File: src/rtl/debug_ctrl.sv
`default_nettype none
// ============================================================================
// Module      : debug_ctrl
// Description : UART-driven debug controller. Decodes host command bytes to
//               load instruction memory, run or single-step the datapath, and
//               dump PC plus register file back over the UART transmitter.
// Revision    : 1.0 - initial release
// ============================================================================
module debug_ctrl #(
    parameter int IMEM_AW = 8,
    parameter int NREGS   = 32
) (
    input  logic               clk,
    input  logic               reset,
    input  logic               rx_valid,
    input  logic [7:0]         rx_data,
    output logic               tx_start,
    output logic [7:0]         tx_data,
    input  logic               tx_done,
    output logic               cpu_en,
    output logic               cpu_rst,
    input  logic               halt,
    output logic               imem_we,
    output logic [IMEM_AW-1:0] imem_addr,
    output logic [31:0]        imem_wdata,
    output logic [5:0]         dbg_sel,
    input  logic [31:0]        dbg_data,
    output logic               busy
);

    localparam logic [3:0] S_IDLE       = 4'd0;
    localparam logic [3:0] S_LD_CNT     = 4'd1;
    localparam logic [3:0] S_LD_DATA    = 4'd2;
    localparam logic [3:0] S_LD_ACK     = 4'd3;
    localparam logic [3:0] S_RUN        = 4'd4;
    localparam logic [3:0] S_STEP       = 4'd5;
    localparam logic [3:0] S_DUMP_SEL   = 4'd6;
    localparam logic [3:0] S_DUMP_LATCH = 4'd7;
    localparam logic [3:0] S_DUMP_TX    = 4'd8;
    localparam logic [3:0] S_DUMP_WAIT  = 4'd9;

    localparam logic [7:0] c_CMD_LOAD = 8'h4C;
    localparam logic [7:0] c_CMD_RUN  = 8'h52;
    localparam logic [7:0] c_CMD_STEP = 8'h53;
    localparam logic [7:0] c_CMD_DUMP = 8'h44;
    localparam logic [7:0] c_ACK_BYTE = 8'h4B;
    localparam logic [5:0] c_PC_SEL   = 6'd32;
    // Word index 0 is the PC; index k (1..NREGS) is register k-1.
    localparam logic [5:0] c_LAST_IDX = 6'(NREGS);

    logic [3:0]         r_state;
    logic [3:0]         w_next;
    logic [8:0]         r_cnt;        // words still to load (256 when N=0)
    logic [1:0]         r_byte_idx;   // byte position within current word
    logic [23:0]        r_word;       // first three bytes of a load word
    logic [IMEM_AW-1:0] r_waddr;      // address for the next loaded word
    logic               r_ack_wait;   // ack byte sent, waiting for tx_done
    logic [23:0]        r_shift;      // remaining dump bytes of current word
    logic [5:0]         r_word_idx;
    logic               r_imem_we;
    logic [IMEM_AW-1:0] r_imem_addr;
    logic [31:0]        r_imem_wdata;
    logic [7:0]         r_tx_data;
    logic [5:0]         r_dbg_sel;

    assign imem_we    = r_imem_we;
    assign imem_addr  = r_imem_addr;
    assign imem_wdata = r_imem_wdata;
    assign tx_data    = r_tx_data;
    assign dbg_sel    = r_dbg_sel;

    // State register
    always_ff @(posedge clk) begin
        if (reset) begin
            r_state <= S_IDLE;
        end else begin
            r_state <= w_next;
        end
    end

    // Next-state decode
    always_comb begin
        w_next = r_state;
        case (r_state)
            S_IDLE: begin
                if (rx_valid) begin
                    case (rx_data)
                        c_CMD_LOAD: w_next = S_LD_CNT;
                        c_CMD_RUN:  w_next = S_RUN;
                        c_CMD_STEP: w_next = S_STEP;
                        c_CMD_DUMP: w_next = S_DUMP_SEL;
                        default:    w_next = S_IDLE;
                    endcase
                end
            end
            S_LD_CNT:     if (rx_valid) w_next = S_LD_DATA;
            S_LD_DATA:    if (rx_valid && r_byte_idx == 2'd3 && r_cnt == 9'd1) w_next = S_LD_ACK;
            S_LD_ACK:     if (r_ack_wait && tx_done) w_next = S_IDLE;
            // halt and an abort byte collapse into the same single exit
            S_RUN:        if (halt || rx_valid) w_next = S_DUMP_SEL;
            S_STEP:       w_next = S_DUMP_SEL;
            S_DUMP_SEL:   w_next = S_DUMP_LATCH;
            S_DUMP_LATCH: w_next = S_DUMP_TX;
            S_DUMP_TX:    w_next = S_DUMP_WAIT;
            S_DUMP_WAIT: begin
                if (tx_done) begin
                    if (r_byte_idx != 2'd3)          w_next = S_DUMP_TX;
                    else if (r_word_idx == c_LAST_IDX) w_next = S_IDLE;
                    else                             w_next = S_DUMP_SEL;
                end
            end
            default:      w_next = S_IDLE;
        endcase
    end

    // State-decoded outputs
    always_comb begin
        tx_start = (r_state == S_DUMP_TX) || (r_state == S_LD_ACK && !r_ack_wait);
        cpu_en   = (r_state == S_RUN) || (r_state == S_STEP);
        cpu_rst  = (r_state == S_LD_CNT) || (r_state == S_LD_DATA) || (r_state == S_LD_ACK);
        busy     = (r_state != S_IDLE);
    end

    // Load assembly, dump sequencing and registered outputs
    always_ff @(posedge clk) begin
        if (reset) begin
            r_cnt        <= '0;
            r_byte_idx   <= '0;
            r_word       <= '0;
            r_waddr      <= '0;
            r_ack_wait   <= 1'b0;
            r_shift      <= '0;
            r_word_idx   <= '0;
            r_imem_we    <= 1'b0;
            r_imem_addr  <= '0;
            r_imem_wdata <= '0;
            r_tx_data    <= '0;
            r_dbg_sel    <= '0;
        end else begin
            r_imem_we <= 1'b0;
            case (r_state)
                S_LD_CNT: begin
                    if (rx_valid) begin
                        r_cnt      <= (rx_data == 8'd0) ? 9'd256 : {1'b0, rx_data};
                        r_byte_idx <= 2'd0;
                        r_waddr    <= '0;
                    end
                end
                S_LD_DATA: begin
                    if (rx_valid) begin
                        r_word     <= {r_word[15:0], rx_data};
                        r_byte_idx <= r_byte_idx + 2'd1;
                        if (r_byte_idx == 2'd3) begin
                            r_imem_we    <= 1'b1;
                            r_imem_wdata <= {r_word, rx_data};
                            r_imem_addr  <= r_waddr;
                            r_waddr      <= r_waddr + {{(IMEM_AW-1){1'b0}}, 1'b1};
                            r_cnt        <= r_cnt - 9'd1;
                            if (r_cnt == 9'd1) begin
                                r_tx_data  <= c_ACK_BYTE;
                                r_ack_wait <= 1'b0;
                            end
                        end
                    end
                end
                S_LD_ACK: r_ack_wait <= 1'b1;
                S_DUMP_LATCH: begin
                    r_tx_data  <= dbg_data[31:24];
                    r_shift    <= dbg_data[23:0];
                    r_byte_idx <= 2'd0;
                end
                S_DUMP_WAIT: begin
                    if (tx_done) begin
                        if (r_byte_idx != 2'd3) begin
                            r_tx_data  <= r_shift[23:16];
                            r_shift    <= {r_shift[15:0], 8'h00};
                            r_byte_idx <= r_byte_idx + 2'd1;
                        end else if (r_word_idx != c_LAST_IDX) begin
                            r_dbg_sel  <= r_word_idx;
                            r_word_idx <= r_word_idx + 6'd1;
                        end
                    end
                end
                default: ;
            endcase
            // Any fresh dump starts with the PC
            if (w_next == S_DUMP_SEL && r_state != S_DUMP_WAIT) begin
                r_word_idx <= 6'd0;
                r_dbg_sel  <= c_PC_SEL;
            end
        end
    end

endmodule
`default_nettype wire

File: config.mk
export PLATFORM = sky130hd
export DESIGN_NAME = debug_ctrl
export DESIGN_NICKNAME = d
export VERILOG_FILES = /design/src/rtl/debug_ctrl.sv
export SDC_FILE = /design/constraint.sdc
export NUM_CORES = 1
export LEC_CHECK = 0
export CORE_MARGIN = 8
export CORE_UTILIZATION = 55
export CTS_BUF_LIST = sky130_fd_sc_hd__clkbuf_4 sky130_fd_sc_hd__clkbuf_8 sky130_fd_sc_hd__clkbuf_16
export DETAILED_ROUTE_END_ITERATION = 7
export HOLD_SLACK_MARGIN = 0.1
export PLACE_DENSITY = 0.8
export SYNTH_ARGS = -nofsm -noshare
export SYNTH_HDL_FRONTEND = slang
export SYNTH_SLANG_ARGS = --single-unit
File: constraint.sdc
create_clock -name clk -period 2.8 [get_ports clk]
set_input_delay 0.7 -clock clk [delete_from_list [all_inputs] [get_ports clk]]
set_output_delay 0.7 -clock clk [all_outputs]
set_load 0.1 [all_outputs]
* Word-level counts from Yosys, hierarchy flattened *
Cells that the tools add are included.

word-level totals
  bits in registers = 133
  bits in latches = 0
  bits in writable memories = 0
  bits in read-only memories = 0
  bits of input ports = 45
  output and inout port bits = 59
  logic and storage cells = 124
  memories = 0

cells by class
  add/sub/neg operators = 4
  multiply operators = 0
  divide/modulo/power cells = 0
  order comparisons = 0
  equal/unequal tests = 27
  shifts and indexed selects = 0
  muxes and demuxes = 43
  bitwise operators = 3
  reductions and logical operators = 33

operators with widths
  kind                                               count
  two-way mux 8 bit                                  8
  two-way mux 24 bit                                 2
  case mux 24 bit (2 select lines)                   1
  case mux 4 bit (10 select lines)                   1
  two-way mux 9 bit                                  4
  == test 8 x 7 -> 1 bit (second input constant)     4
  two-way mux 6 bit                                  5
  two-way mux 4 bit                                  7
  case mux 8 bit (3 select lines)                    1
  == test 4 x 3 -> 1 bit (second input constant)     5
  case mux 9 bit (2 select lines)                    1
  case mux 8 bit (2 select lines)                    1
  AND reduction 4 bit                                4
  case mux 3 bit (4 select lines)                    1
  nonzero test 2 bit                                 6
  inequality test 2 bit (second input constant)      5
  == test 9 x 1 -> 1 bit (second input constant)     1
  subtractor 9 x 1 -> 9 bit (second input constant)  1
  adder 8 x 1 -> 8 bit (second input constant)       1
  == test 4 x 2 -> 1 bit (second input constant)     2
  == test 4 bit (second input constant)              2
  logical NOT 8 bit                                  1
  two-way mux 2 bit                                  4
  case mux 2 bit (4 select lines)                    1
  24 further kinds                                   41

* Logic depth before layout (Yosys ltp) *
Gate-level depths: netlist of the first run.

  word-level depth = 9
  depth in mapped cells = 8
  gate-level depth less buffers = 7

* Least setup slack after synthesis of the first run *
No wires, ideal clock.

  path kind = reg2out
  start point = register r_state[3]
  end point = output cpu_rst
  arrival time = 2773 ps
  data required time = 2100 ps
  slack = -673 ps
  stages on the path, launching flop included = 4
  buffers on the path = 2
  cell sequence = dfxtp_1 -> buf_2 -> buf_1 -> nor3_1

between the ends
  word-level cells in the longest chain between the ends = 3
  elaborated cells between the ends (all ways) = 5
  those cells by class = eq/ne: 3; reduce/logical: 2

ends and longest elaborated chain
  item                                                              line  RTL
  from (decl)                                                       51    logic [3:0] r_state;
  from (signal assigned)                                            77    r_state <= w_next;
  == test 4 x 1 -> 1 bit or == test 4 x 2 -> 1 bit (tied branches)  120   cpu_rst = (r_state == S_LD_CNT) || (r_state == S_LD_DATA) || (r_state == S_LD_ACK);
  logical OR 1 bit                                                  120
  logical OR 1 bit (*)                                              120
  to (decl)                                                         21    output logic cpu_rst,

Every way passes the cells marked *; elsewhere a longest branch is shown, timed or not.

* Worst setup path after layout of the first run *
  start point = register r_state[2]
  end point = output cpu_en

between the ends
  word-level cells in the longest chain between the ends = 2
  elaborated cells between the ends (all ways) = 3
  those cells by class = eq/ne: 2; reduce/logical: 1

ends and longest elaborated chain
  item                    line  RTL
  == test 4 x 3 -> 1 bit  119   cpu_en = (r_state == S_RUN) || (r_state == S_STEP);
  logical OR 1 bit (*)    119
  to (decl)               20    output logic cpu_en,

Marks and branches as above.

==> metrics.cfg, run 1 <==
[logic_synthesis]
synthTopCellsByCount=154 x nand2_1, 133 x dfxtp_1, 84 x a21oi_1
synthCells=688
ys_warn_count=0
synth-edff-count=0
muxShareOfSynthArea_pct=3.16
yosys.area.top_type=dfxtp_1
synth-compound-area-share_pct=20.2
synth_top_area_share_pct=46.7
synth_area_leaders=dfxtp_1 47%, nand2_1 10%, a21oi_1 7.4%
syn-cell-area_mm2=0.00570
synth_fp_nets=739
synth_fa_ha_area_share_pct=1.32
synth-seq-cells=133
synth_top_family_by_area=simple AND/OR/NAND/NOR gates
seq_area_frac_synth_pct=46.7
postSynthAreaPerCell_um2=8.28
synthSimpleGateAreaFrac_pct=22.7
async_flop_share_pct=0
ys.flop_type=dfxtp_1
synth-xor-area-share_pct=1.54
synth_cell_types=57
yosysMostFrequentCell=nand2_1

[global_route]
overflow=0
grt_pass1_wl_um=25300
grt_use_total_pct=21.5
antenna_found_initial=0
grt_pass1_vias=5365
grt_max_degree=48

[timing]
rsz0062_at_grt=false
fin_worst_skew_ps=12.9
max_slew.worst_pin.slew_ps=665
min_period_ps=2700
achievable-frequency_mhz=370
fin_setup_tns_ps=0
report.final.slew_viol_count=0
finalSetupViolCount=0
fin_crit_sh_pct=96.5
finalHoldViolCount=0
setup_slack_ps=96.6
slew_headroom_pct=55.6

[placed_design]
pre_cts_slack_ps=178
place.gp.congestion=0.888
dp_hpwl_um=10200
io_buffers=103

[floorplan]
start_util_pct=56.0
rows=37
fp.dieArea_mm2=0.0139
die_w_um=118
ios=104
core-area_mm2=0.0102
die_h_um=118

[worst_hold_path]
hp-class=register to register
whs_endpoint=imem_wdata[30]
hp-start=r_word[22]
hold_path_depth=2

[worst_setup_path]
worstRegToRegCells=6
r2r-end=r_word_idx[0]
reg2reg_slack_ps=550
cp.required_ps=2100
critPathArrivalTime_ps=2000
crit_path_start_kind=register
r2r-start=r_state[2]
end_kind=output port
crit_fanout=17
critPathKind=register to output port

[finish]
drive_gt1_share_pct=18.2
nets=844
area_growth_pct=30.8
num_antenna_cells=0

[run_status]
status=finished, final reports clean

[clock_network]
cts_tree=done
cts_buffers=17
clk_latency_ps=520
clock_path_buffers=2
htree_levels=4
path_clk_slew_ps=70
cts_setup_buffers=0
root_buffer=clkbuf_8
clock_sinks=133
cts_resized=0
hold_buffers=0

[route]
drtIter0Drc=336
first_pass_iters=5
routed_via_density=5.67
post_drt_wl_per_cell_um=16.1
wl_um=15100
ant_nets=0
drc=0
num_vias=5343

[power_and_ir_drop]
power.density_mw_per_mm2=564
p_leak_nw=2.66
power_frac_comb_pct=3.9
ir_worst_vdd_mv=0.374
p_switching_mw=1.02
p_clk_share_pct=51.1
swShare_pct=24.1
internal_power_mw=3.19
seqPwrFrac_pct=45.0

[run]
drv_cap=0

-- per-layer routing --
| layer | vias to the layer above | track usage (%) | part of all wire [%] |
|---|---|---|---|
| li1 | 2621 | - | - |
| met1 | 2521 | 25.4 | 43 |
| met2 | 171 | 35.8 | 49 |
| met3 | 30 | 6.76 | 6.3 |
| met4 | 0 | 7.85 | 2.2 |
| met5 | - | 0 | 0 |
-- layout make-up --
class	count	area (um2)
clock buffers	17	414
clock inverters	15	155
repair buffers	137	1220
inverters	8	30.0
multi-input cells	496	2800
flip-flops and latches	133	2660
well taps	136	170
fillers	782	2730
-- cells in the final DEF, fill, tap and decap left out, types with 4 or more instances in the layout --
cell,n
a311oi_1,4
a211oi_2,10
nand3_1,9
ha_1,6
nand2_1,154
xor2_1,5
mux2i_1,18
nor2_1,57
nor4_1,5
xnor2_1,5
a211oi_1,23
o21ai_0,14
dfxtp_1,133
inv_6,7
buf_4,87
inv_1,8
a21oi_1,83
buf_12,7
clkdlybuf4s50_1,43
nor3_1,14
a22oi_1,19
nand4_1,7
nand2b_1,4
or3_1,5
clkbuf_16,16
and2_1,5
clkinvlp_4,4
-- how the worst max path moves through the flow --
| stage | startpoint | end | slack, ps | cells after the start |
|---|---|---|---|---|
| finish | r_state[2] | cpu_en | 100 | 3 |
| global route | r_state[2] | cpu_en | 9 | 3 |
| CTS | r_state[1] | tx_start | 140 | 4 |
| detailed placement | rx_data[1] | r_word_idx[2] | 180 | 7 |
| global placement | rx_data[5] | r_word_idx[5] | 180 | 7 |
| floorplan | r_state[3] | tx_start | 180 | 4 |
-- flip-flops by register name, indices dropped and copies added, names as in the netlist, 6 cells and up --
signal / count
dbg_sel: 6
imem_addr: 8
imem_wdata: 32
r_cnt: 9
r_shift: 24
r_waddr: 8
r_word: 24
r_word_idx: 6
tx_data: 8
-- power by group through the flow --
stage | sequential [mW] | combinational, mW | clock (mW)
3_5_place_dp | 1.94 | 0.160 | 0
2_1_floorplan | 1.94 | 0.0573 | 0
6_report | 1.89 | 0.162 | 2.15
5_1_grt | 1.89 | 0.172 | 2.25
3_3_place_gp | 1.94 | 0.158 | 0
4_1_cts | 1.89 | 0.161 | 2.16
-- worst max-delay path, stage by stage, from the launching register on --
cell	delay, ps
dfxtp_1	750
nand2b_1	190
nor2_1	220
buf_4	330
-- per-stage QoR --
stage	cells	hold slack, ps	util, %	cell area, um2	total power [mW]
floorplan	688	432	-	5710	1.99
global placement	910	439	67.6	6880	2.09
detailed placement	910	445	67.6	6880	2.10
finish	942	447	73.2	7450	4.21
CTS	942	449	73.2	7450	4.22
global route	942	467	73.2	7450	4.32
-- kinds of logic after synthesis --
family          count (synthesis)
flops                         133
xor+xnor                       10
compound gates                177
buf+inv                        59
fa+ha+maj                       6
mux                            18
simple gates                  285
(Power assumes the default switching activity.)
==> inputs of run 2 (changes only) <==
CTS_CLUSTER_DIAMETER = 50   (was not set)
SLEW_MARGIN = 20   (was not set)
==> results of run 2 <==
No change in the layout: final DEF, timing and power equal those of run 1.
